### config.mk
export PLATFORM = sky130hd
export DESIGN_NAME = hazard_ctrl
export DESIGN_NICKNAME = d
export VERILOG_FILES = /design/src/rtl/hazard_ctrl.sv
export SDC_FILE = /design/constraint.sdc
export NUM_CORES = 1
export LEC_CHECK = 0
export BUFFER_PORTS_ARGS = -buffer_cell sky130_fd_sc_hd__buf_2
export CAP_MARGIN = 25
export CORE_MARGIN = 10
export CORE_UTILIZATION = 50
export DETAILED_ROUTE_END_ITERATION = 8
export PLACE_DENSITY = 0.83
export SLEW_MARGIN = 5
export SYNTH_ARGS = -nofsm -noshare
export SYNTH_HDL_FRONTEND = slang
export SYNTH_SLANG_ARGS = --single-unit
### constraint.sdc
create_clock -name hz_clk -period 2.3 [get_ports hz_clk]
set_input_delay 0.23 -clock hz_clk [delete_from_list [all_inputs] [get_ports hz_clk]]
set_output_delay 0.23 -clock hz_clk [all_outputs]
set_load 0.005 [all_outputs]
### src/rtl/hazard_ctrl.sv
// Pipeline hazard and sequencing controller: load-use interlock, branch redirect
// flushing, multi-cycle ALU stalls, debug halt draining and saturating event counters.
module hazard_ctrl #(
  parameter int AWIDTH       = 5,
  parameter int PC_WIDTH     = 32,
  parameter int FLUSH_CYCLES = 2,
  parameter int CNT_WIDTH    = 32
) (
  input  logic                 hz_clk,
  input  logic                 hz_rst,
  input  logic                 hz_i_ce,
  input  logic                 hz_i_halt,
  input  logic                 hz_i_ds_valid,
  input  logic [AWIDTH-1:0]    hz_i_ds_addr_rs1,
  input  logic [AWIDTH-1:0]    hz_i_ds_addr_rs2,
  input  logic                 hz_i_ds_use_rs1,
  input  logic                 hz_i_ds_use_rs2,
  input  logic                 hz_i_ex_valid,
  input  logic                 hz_i_ex_is_load,
  input  logic                 hz_i_ex_we_reg,
  input  logic [AWIDTH-1:0]    hz_i_ex_addr_rd,
  input  logic                 hz_i_ex_change_pc,
  input  logic [PC_WIDTH-1:0]  hz_i_ex_next_pc,
  input  logic                 hz_i_alu_busy,
  output logic                 hz_o_fi_stall,
  output logic                 hz_o_ds_stall,
  output logic                 hz_o_ex_stall,
  output logic                 hz_o_fi_flush,
  output logic                 hz_o_ds_flush,
  output logic                 hz_o_ex_bubble,
  output logic                 hz_o_redirect,
  output logic [PC_WIDTH-1:0]  hz_o_redirect_pc,
  output logic                 hz_o_halted,
  output logic [2:0]           hz_o_state,
  output logic [CNT_WIDTH-1:0] hz_o_stall_cnt,
  output logic [CNT_WIDTH-1:0] hz_o_flush_cnt
);

  typedef enum logic [2:0] {
    ST_IDLE   = 3'd0,
    ST_RUN    = 3'd1,
    ST_FLUSH  = 3'd2,
    ST_DRAIN  = 3'd3,
    ST_HALTED = 3'd4
  } state_t;

  localparam logic [2:0]           FLUSH_LOAD = 3'(FLUSH_CYCLES - 1);
  localparam logic [CNT_WIDTH-1:0] CNT_ZERO   = {CNT_WIDTH{1'b0}};
  localparam logic [CNT_WIDTH-1:0] CNT_ONE    = {{(CNT_WIDTH-1){1'b0}}, 1'b1};
  localparam logic [AWIDTH-1:0]    ADDR_ZERO  = {AWIDTH{1'b0}};
  localparam logic [PC_WIDTH-1:0]  PC_ZERO    = {PC_WIDTH{1'b0}};

  state_t               state_r;
  logic [2:0]           flush_left_r;
  logic                 lu_seen_r;
  logic [CNT_WIDTH-1:0] stall_cnt_r;
  logic [CNT_WIDTH-1:0] flush_cnt_r;

  logic                 redir_s;
  logic                 load_use_raw_s;
  logic                 load_use_s;
  logic                 active_s;
  logic                 drain_s;
  logic                 redir_take_s;
  logic                 lu_take_s;
  logic                 fi_stall_s;
  logic                 ds_stall_s;
  logic                 ex_stall_s;
  logic                 fi_flush_s;
  logic                 ds_flush_s;
  logic                 ex_bubble_s;
  logic                 redirect_s;
  logic [PC_WIDTH-1:0]  redirect_pc_s;
  logic                 halted_s;

  function automatic logic [CNT_WIDTH-1:0] sat_inc(input logic [CNT_WIDTH-1:0] v);
    logic [CNT_WIDTH-1:0] r;
    if (&v) begin
      r = v;
    end else begin
      r = v + CNT_ONE;
    end
    return r;
  endfunction

  // A load-use hazard is held for only one cycle: the bubble it inserts clears EX.
  assign redir_s        = hz_i_ex_valid & hz_i_ex_change_pc;
  assign load_use_raw_s = hz_i_ex_valid & hz_i_ex_is_load & hz_i_ex_we_reg &
                          (hz_i_ex_addr_rd != ADDR_ZERO) & hz_i_ds_valid &
                          ((hz_i_ds_use_rs1 & (hz_i_ds_addr_rs1 == hz_i_ex_addr_rd)) |
                           (hz_i_ds_use_rs2 & (hz_i_ds_addr_rs2 == hz_i_ex_addr_rd)));
  assign load_use_s     = load_use_raw_s & ~lu_seen_r;
  assign drain_s        = (state_r == ST_DRAIN);
  assign active_s       = (state_r == ST_RUN) | drain_s;
  assign redir_take_s   = active_s & ~hz_i_alu_busy & redir_s;
  assign lu_take_s      = active_s & ~hz_i_alu_busy & ~redir_s & load_use_s;

  // Per-state pipeline controls, forced to reset values while reset is held.
  always_comb begin
    fi_stall_s    = 1'b0;
    ds_stall_s    = 1'b0;
    ex_stall_s    = 1'b0;
    fi_flush_s    = 1'b0;
    ds_flush_s    = 1'b0;
    ex_bubble_s   = 1'b0;
    redirect_s    = 1'b0;
    redirect_pc_s = PC_ZERO;
    halted_s      = 1'b0;
    if (hz_rst) begin
      fi_stall_s = 1'b1;
      ds_stall_s = 1'b1;
      ex_stall_s = 1'b1;
    end else begin
      case (state_r)
        ST_IDLE: begin
          fi_stall_s = 1'b1;
          ds_stall_s = 1'b1;
          ex_stall_s = 1'b1;
        end
        ST_RUN, ST_DRAIN: begin
          fi_stall_s  = (active_s & hz_i_alu_busy) | lu_take_s | drain_s;
          ds_stall_s  = (active_s & hz_i_alu_busy) | lu_take_s;
          ex_stall_s  = active_s & hz_i_alu_busy;
          fi_flush_s  = redir_take_s;
          ds_flush_s  = redir_take_s;
          ex_bubble_s = lu_take_s;
          redirect_s  = redir_take_s;
        end
        ST_FLUSH: begin
          fi_flush_s = 1'b1;
          ds_flush_s = 1'b1;
        end
        ST_HALTED: begin
          fi_stall_s = 1'b1;
          ds_stall_s = 1'b1;
          ex_stall_s = 1'b1;
          halted_s   = 1'b1;
        end
        default: begin
          fi_stall_s = 1'b1;
          ds_stall_s = 1'b1;
          ex_stall_s = 1'b1;
        end
      endcase
      if (redirect_s) begin
        redirect_pc_s = hz_i_ex_next_pc;
      end else begin
        redirect_pc_s = PC_ZERO;
      end
    end
  end

  // Sequencing FSM, flush countdown, load-use guard and event counters.
  always_ff @(posedge hz_clk) begin
    if (hz_rst) begin
      state_r      <= ST_IDLE;
      flush_left_r <= 3'd0;
      lu_seen_r    <= 1'b0;
      stall_cnt_r  <= CNT_ZERO;
      flush_cnt_r  <= CNT_ZERO;
    end else begin
      lu_seen_r <= lu_take_s;
      if ((active_s & hz_i_alu_busy) | lu_take_s) begin
        stall_cnt_r <= sat_inc(stall_cnt_r);
      end
      if (redir_take_s) begin
        flush_cnt_r <= sat_inc(flush_cnt_r);
      end
      case (state_r)
        ST_IDLE: begin
          if (hz_i_ce) begin
            state_r <= ST_RUN;
          end
        end
        ST_RUN: begin
          if (hz_i_alu_busy) begin
            state_r <= ST_RUN;
          end else if (redir_s) begin
            if (FLUSH_CYCLES > 1) begin
              state_r      <= ST_FLUSH;
              flush_left_r <= FLUSH_LOAD;
            end
          end else if (load_use_s) begin
            state_r <= ST_RUN;
          end else if (hz_i_halt) begin
            state_r <= ST_DRAIN;
          end else if (!hz_i_ce) begin
            state_r <= ST_IDLE;
          end
        end
        ST_FLUSH: begin
          if (flush_left_r <= 3'd1) begin
            state_r      <= ST_RUN;
            flush_left_r <= 3'd0;
          end else begin
            flush_left_r <= flush_left_r - 3'd1;
          end
        end
        ST_DRAIN: begin
          if (!hz_i_ds_valid && !hz_i_ex_valid && !hz_i_alu_busy) begin
            state_r <= ST_HALTED;
          end
        end
        ST_HALTED: begin
          if (!hz_i_halt) begin
            state_r <= ST_RUN;
          end
        end
        default: begin
          state_r <= ST_IDLE;
        end
      endcase
    end
  end

  assign hz_o_fi_stall    = fi_stall_s;
  assign hz_o_ds_stall    = ds_stall_s;
  assign hz_o_ex_stall    = ex_stall_s;
  assign hz_o_fi_flush    = fi_flush_s;
  assign hz_o_ds_flush    = ds_flush_s;
  assign hz_o_ex_bubble   = ex_bubble_s;
  assign hz_o_redirect    = redirect_s;
  assign hz_o_redirect_pc = redirect_pc_s;
  assign hz_o_halted      = halted_s;
  assign hz_o_state       = hz_rst ? 3'd0 : state_r;
  assign hz_o_stall_cnt   = hz_rst ? CNT_ZERO : stall_cnt_r;
  assign hz_o_flush_cnt   = hz_rst ? CNT_ZERO : flush_cnt_r;

endmodule
Yosys cells after proc, flatten, opt, wreduce, memory -nomap -nowiden
Cells that the tools add are included.

Register bits after elaboration: 71. Bits of input ports: 59. Output and inout port bits: 107. Word-level logic and storage cells: 94.

$add $sub $neg: 3. Magnitude comparators: 1. Equality and inequality tests: 13. Muxes and demuxes: 34. Bitwise operators: 23. Reduce and logical (&&, ||, !) cells: 15.

Operators with widths (count): 32-bit two-way mux (4); 32-bit by 1-bit adder with 32-bit output (second input constant) (2); 32-bit AND reduction (2); 3-bit two-way mux (13); 3-bit case mux with 5 select lines (1); 1-bit bitwise AND (14); 1-bit two-way mux (11); 5-bit equality test (2); 2-bit inequality test (second input constant) (5); 1-bit case mux with 2 select lines (4); 3-bit by 2-bit equality test with 1-bit output (second input constant) (2); 6-bit inequality test (second input constant) (1); 3-bit case mux with 2 select lines (1); 1-bit inverter (5); 5-bit AND reduction (1); 5-bit nonzero test (1); 1-bit OR (4); 2-bit AND reduction (2); 3-bit by 1-bit equality test with 1-bit output (second input constant) (1); 3-bit equality test (second input constant) (1); 3-bit by 1-bit <= comparator with 1-bit output (second input constant) (1); 1-bit zero test (3); 3-bit zero test (1); 3-bit AND reduction (1); 5 further kinds (6).

Longest topological paths before layout
Depth after elaboration: 11. Gate-level depth with buffers: 8. Depth with buffers taken out: 8.

Least setup slack after synthesis
No wires, ideal clock.

Path type: flip-flop to output port. Start point: register state_r[2]. End point: output port hz_o_fi_flush. Arrival: 1.729 ns. Slack: 0.341 ns. Cell stages (with the launch flop): 7. Buffers on the path: 3. Path through: dfxtp_1 > or3b_1 > buf_6 > nor3_1 > clkbuf_1 > o21bai_1 > buf_4.

Longest elaborated chain between the ends: 6. Elaborated cells between the ends (all ways): 9. Those cells by class: eq/ne: 3; mux: 2; bitwise: 3; reduce/logical: 1.

RTL lines: start, declared (line 53) `state_t state_r;`; start signal, assigned (line 156) `state_r <= ST_IDLE;`; start signal, assigned (line 172) `state_r <= ST_RUN;`; start signal, assigned (line 177) `state_r <= ST_RUN;`; 3-bit by 1-bit equality test with 1-bit output or 3-bit by 2-bit equality test with 1-bit output (tied branches); 1-bit OR (line 94) `assign active_s = (state_r == ST_RUN) | drain_s;`; 1-bit bitwise AND (2 in series) (line 95) `assign redir_take_s = active_s & ~hz_i_alu_busy & redir_s;`; 1-bit case mux with 2 select lines (*); 1-bit two-way mux (*); end, declared (line 28) `output logic hz_o_fi_flush,`.

Mark *: on every way between the ends. The rest lies on a longest branch, timed or not.

Final worst setup path
Start point: register stall_cnt_r[0]. End point: register stall_cnt_r[0].

Longest elaborated chain between the ends: 3. Elaborated cells between the ends (all ways): 4. Those cells by class: add/sub: 1; bitwise: 1; reduce/logical: 2.

RTL lines: start, declared (line 56) `logic [CNT_WIDTH-1:0] stall_cnt_r;`; start signal, assigned (line 164) `stall_cnt_r <= sat_inc(stall_cnt_r);`; parallel branches: the longest is 3 deep, another holds 32-bit by 1-bit adder with 32-bit output.

Several ways; the timed one is not identified. A chain may end at the register's enable or synchronous reset.

==> impl_metrics.ini <==
[status]
status = complete, but fails checks
violations = setup timing

[clocking]
cts.clk_slew.worst_paths_ns = 0.08
cts_num_sinks = 71
clock_latency_ns = 0.34
htree_levels = 3
cts_buffers = 9
clock_path_buffers = 2
cts_root_buf = clkbuf_8
hold_buffers = 0
cts_tree = done

[synthesis]
synth_edf_count = 0
synth_top_area_share_pct = 31.2
syn_nets = 644
async_flop_share_pct = 0
synth_area_leaders = dfxtp_1, nor2b_1, nor2_1
synthFlopType = dfxtp_1
synth_area_um2 = 4550
syn_avg_cell_area_um2 = 7.83
synth.distinct_cells = 54
yosys.area.top_type = dfxtp_1
ys_warn_count = 0
synth-seq-cells = 71
synth_cells = 581
ys_seq_area_share_pct = 31.2

[sta]
period_needed_ns = 2.32
rsz0062_at_grt = true
setup_violations = 7
slew_violations = 0
worst_slew_pin_slew_ns = 0.762
slew-limit-headroom_pct = 49.2
finalCritPeriodShare_pct = 101
setup_slack_ns = -0.0235
hold_viol = 0
fmax_ghz = 0.430
fin_skew_ns = 0.0125
fin_hold_ws_ns = 0.270

[pwr]
power_mw = 2.73
combPwrFrac_pct = 10.2
p_leak_nw = 2.59
seqPwrFrac_pct = 45.7
p_sw_share_pct = 23.6
power.clock.fraction_pct = 44.1
ir_worst_vdd_mv = 0.385
power_density_nw_per_um2 = 461
p_int_mw = 2.09
power_switching_mw = 0.643

[placement]
dp.cells = 842
post_dp_cell_area_um2 = 5550
port_buffers = 165
place_congestion = 0.850
dp_hpwl_um = 10200

[run]
cap_violations = 0

[floorplanning]
num_rows = 34
initial_core_util_pct = 51.7
core_area_um2 = 8810
dieHeight_um = 115
ios = 166
die_w_um = 115
die-area_um2 = 13300

[worst_hold_path]
holdCritPathClass = in -> reg

[routing]
drcViolationCount = 0
routed.top_layer = met4
drt-pass1-iter-count = 5
wl_met2_um = 6860
avgRoutedWirePerCell_um = 15.5
routed-wl-met3_um = 1160
wl_met1_um = 5210
vias = 4655
drt-total-wl_um = 13400
ant_nets = 0
drt_iter0_drc = 231
via_per_inst = 5.40

[finish]
diodes = 0
fin_cells = 862
area_growth_pct = 30.1
drive_gt1_share_pct = 34.5
design_area_um2 = 5920
nets = 812
finish.utilization_pct = 67.2
nFillCells = 737

[worst_setup_path]
end_kind = flip-flop
critPathMaxStageDelay_ns = 0.38
worstPathRequired_ns = 2.53
path_cells = ha_4, nand4_1, nor4_1, nand3_1, nor4_2, buf_4, nor2_4, mux2_4
critPathMaxFanout = 8
cp.arrival_ns = 2.56
crit_path_start_kind = flip-flop
crit_slowest_cell = dfxtp_4
criticalPathCategory = reg -> reg

[global_routing]
grt_pass1_vias = 4666
grt_pass1_wl_um = 21600
overflow = 0
grt_use_total_pct = 19.3
grt_max_degree = 62
antenna_found_initial = 0
## layer usage
metal / global-route usage (%) / vias to the layer above
met1: 21.0 / 2147
met5: 0 / -
met4: 4.14 / 0
met3: 7.08 / 12
met2: 34.9 / 156
li1: - / 2340
## cells in the mapped netlist (2+ instances only)
cell type	n
inv_1	7
o21bai_1	4
a211oi_1	3
xor2_1	19
buf_2	4
nor3_1	19
and4_1	5
or3_1	10
nand2_1	27
nor4_2	2
nor4b_1	2
nor4_1	15
clkbuf_1	23
o21ai_0	11
buf_4	2
or4_1	2
nor2b_1	68
and3_1	9
ha_1	4
or3b_1	2
nand4_2	2
nand2b_1	4
a21oi_1	14
dfxtp_1	71
o211ai_1	2
and2_1	39
nand4_1	26
buf_1	4
mux2_2	26
nand3_1	32
nor2_1	81
nor4_4	2
xnor2_1	19
## area by class of cell
class | instances | area [um^2] | share of cell area, %
inverter | 7 | 26.3 | 0.444
sequential | 71 | 1430 | 24.1
clock inverter | 5 | 106 | 1.80
timing repair buffer | 191 | 1040 | 17.6
clock buffer | 11 | 131 | 2.22
multi-input combinational | 469 | 3050 | 51.5
tap | 108 | 135 | 2.28
## final timing paths
| path | cells after the start | slack (ns) | end | startpoint |
|---|---|---|---|---|
| max | 8 | -0.02 | stall_cnt_r[0] | stall_cnt_r[0] |
| min | 2 | 0.27 | flush_cnt_r[31] | hz_rst |
| max reg2reg | 8 | -0.02 | stall_cnt_r[0] | stall_cnt_r[0] |
| min reg2reg | 2 | 0.49 | stall_cnt_r[30] | stall_cnt_r[30] |
## worst max-delay path, delay by kind of cell (launching register included)
kind | cells | cell delay, ns
adders and majority gates | 1 | 0.15
buffers and inverters | 1 | 0.26
DFF | 1 | 0.38
muxes | 1 | 0.33
and+or+nand+nor | 5 | 1.10
## through the flow
stage	worst slack [ns]	setup TNS (ns)
after floorplan	0.341	0
after global placement	-0.0992	-0.476
after detailed placement	-0.173	-1.62
after CTS	0.0196	0
after global routing	-0.107	-1.01
final	-0.0235	-0.0829
## power by group through the flow
stage	Sequential [mW]	Clock, mW	Combinational (mW)
CTS	1.24	1.22	0.264
finish	1.25	1.20	0.278
detailed placement	1.27	0	0.263
global route	1.25	1.28	0.306
global placement	1.27	0	0.252
floorplan	1.27	0	0.155
## cell families after synthesis
kind of cell | synth area share [%]
AOI/OAI and AO/OA | 6.38
DFF | 31.2
xor gates and xnor gates | 7.32
and+or+nand+nor | 43.5
muxes | 6.66
adders and majority gates | 1.10
buffers and inverters | 3.82
## cell usage in the layout, fill, tap and decap left out, types with 7 or more instances in the layout
master and count:
nor2b_1 68, nor4_1 12, clkbuf_8 9, a21oi_1 14
mux2_2 25, dfxtp_1 69, buf_2 164, nor2_1 80
xor2_1 19, and3_1 9, and2_1 39, or3_1 10
inv_1 7, buf_4 24, nor3_1 13, nand4_1 26
nand2_1 27, xnor2_1 19, nand3_1 32, o21ai_0 11
## flip-flops by register name, indices dropped and copies added (netlist names)
name,count
flush_cnt_r,32
stall_cnt_r,32
flush_left_r,3
state_r,3
lu_seen_r,1
## repair_timing
item,4_1_cts,5_1_grt
buffers inserted,0,2
endpoints found under the setup margin,0,66
gates resized for setup,0,22
Power figures use the tool's default switching activity.
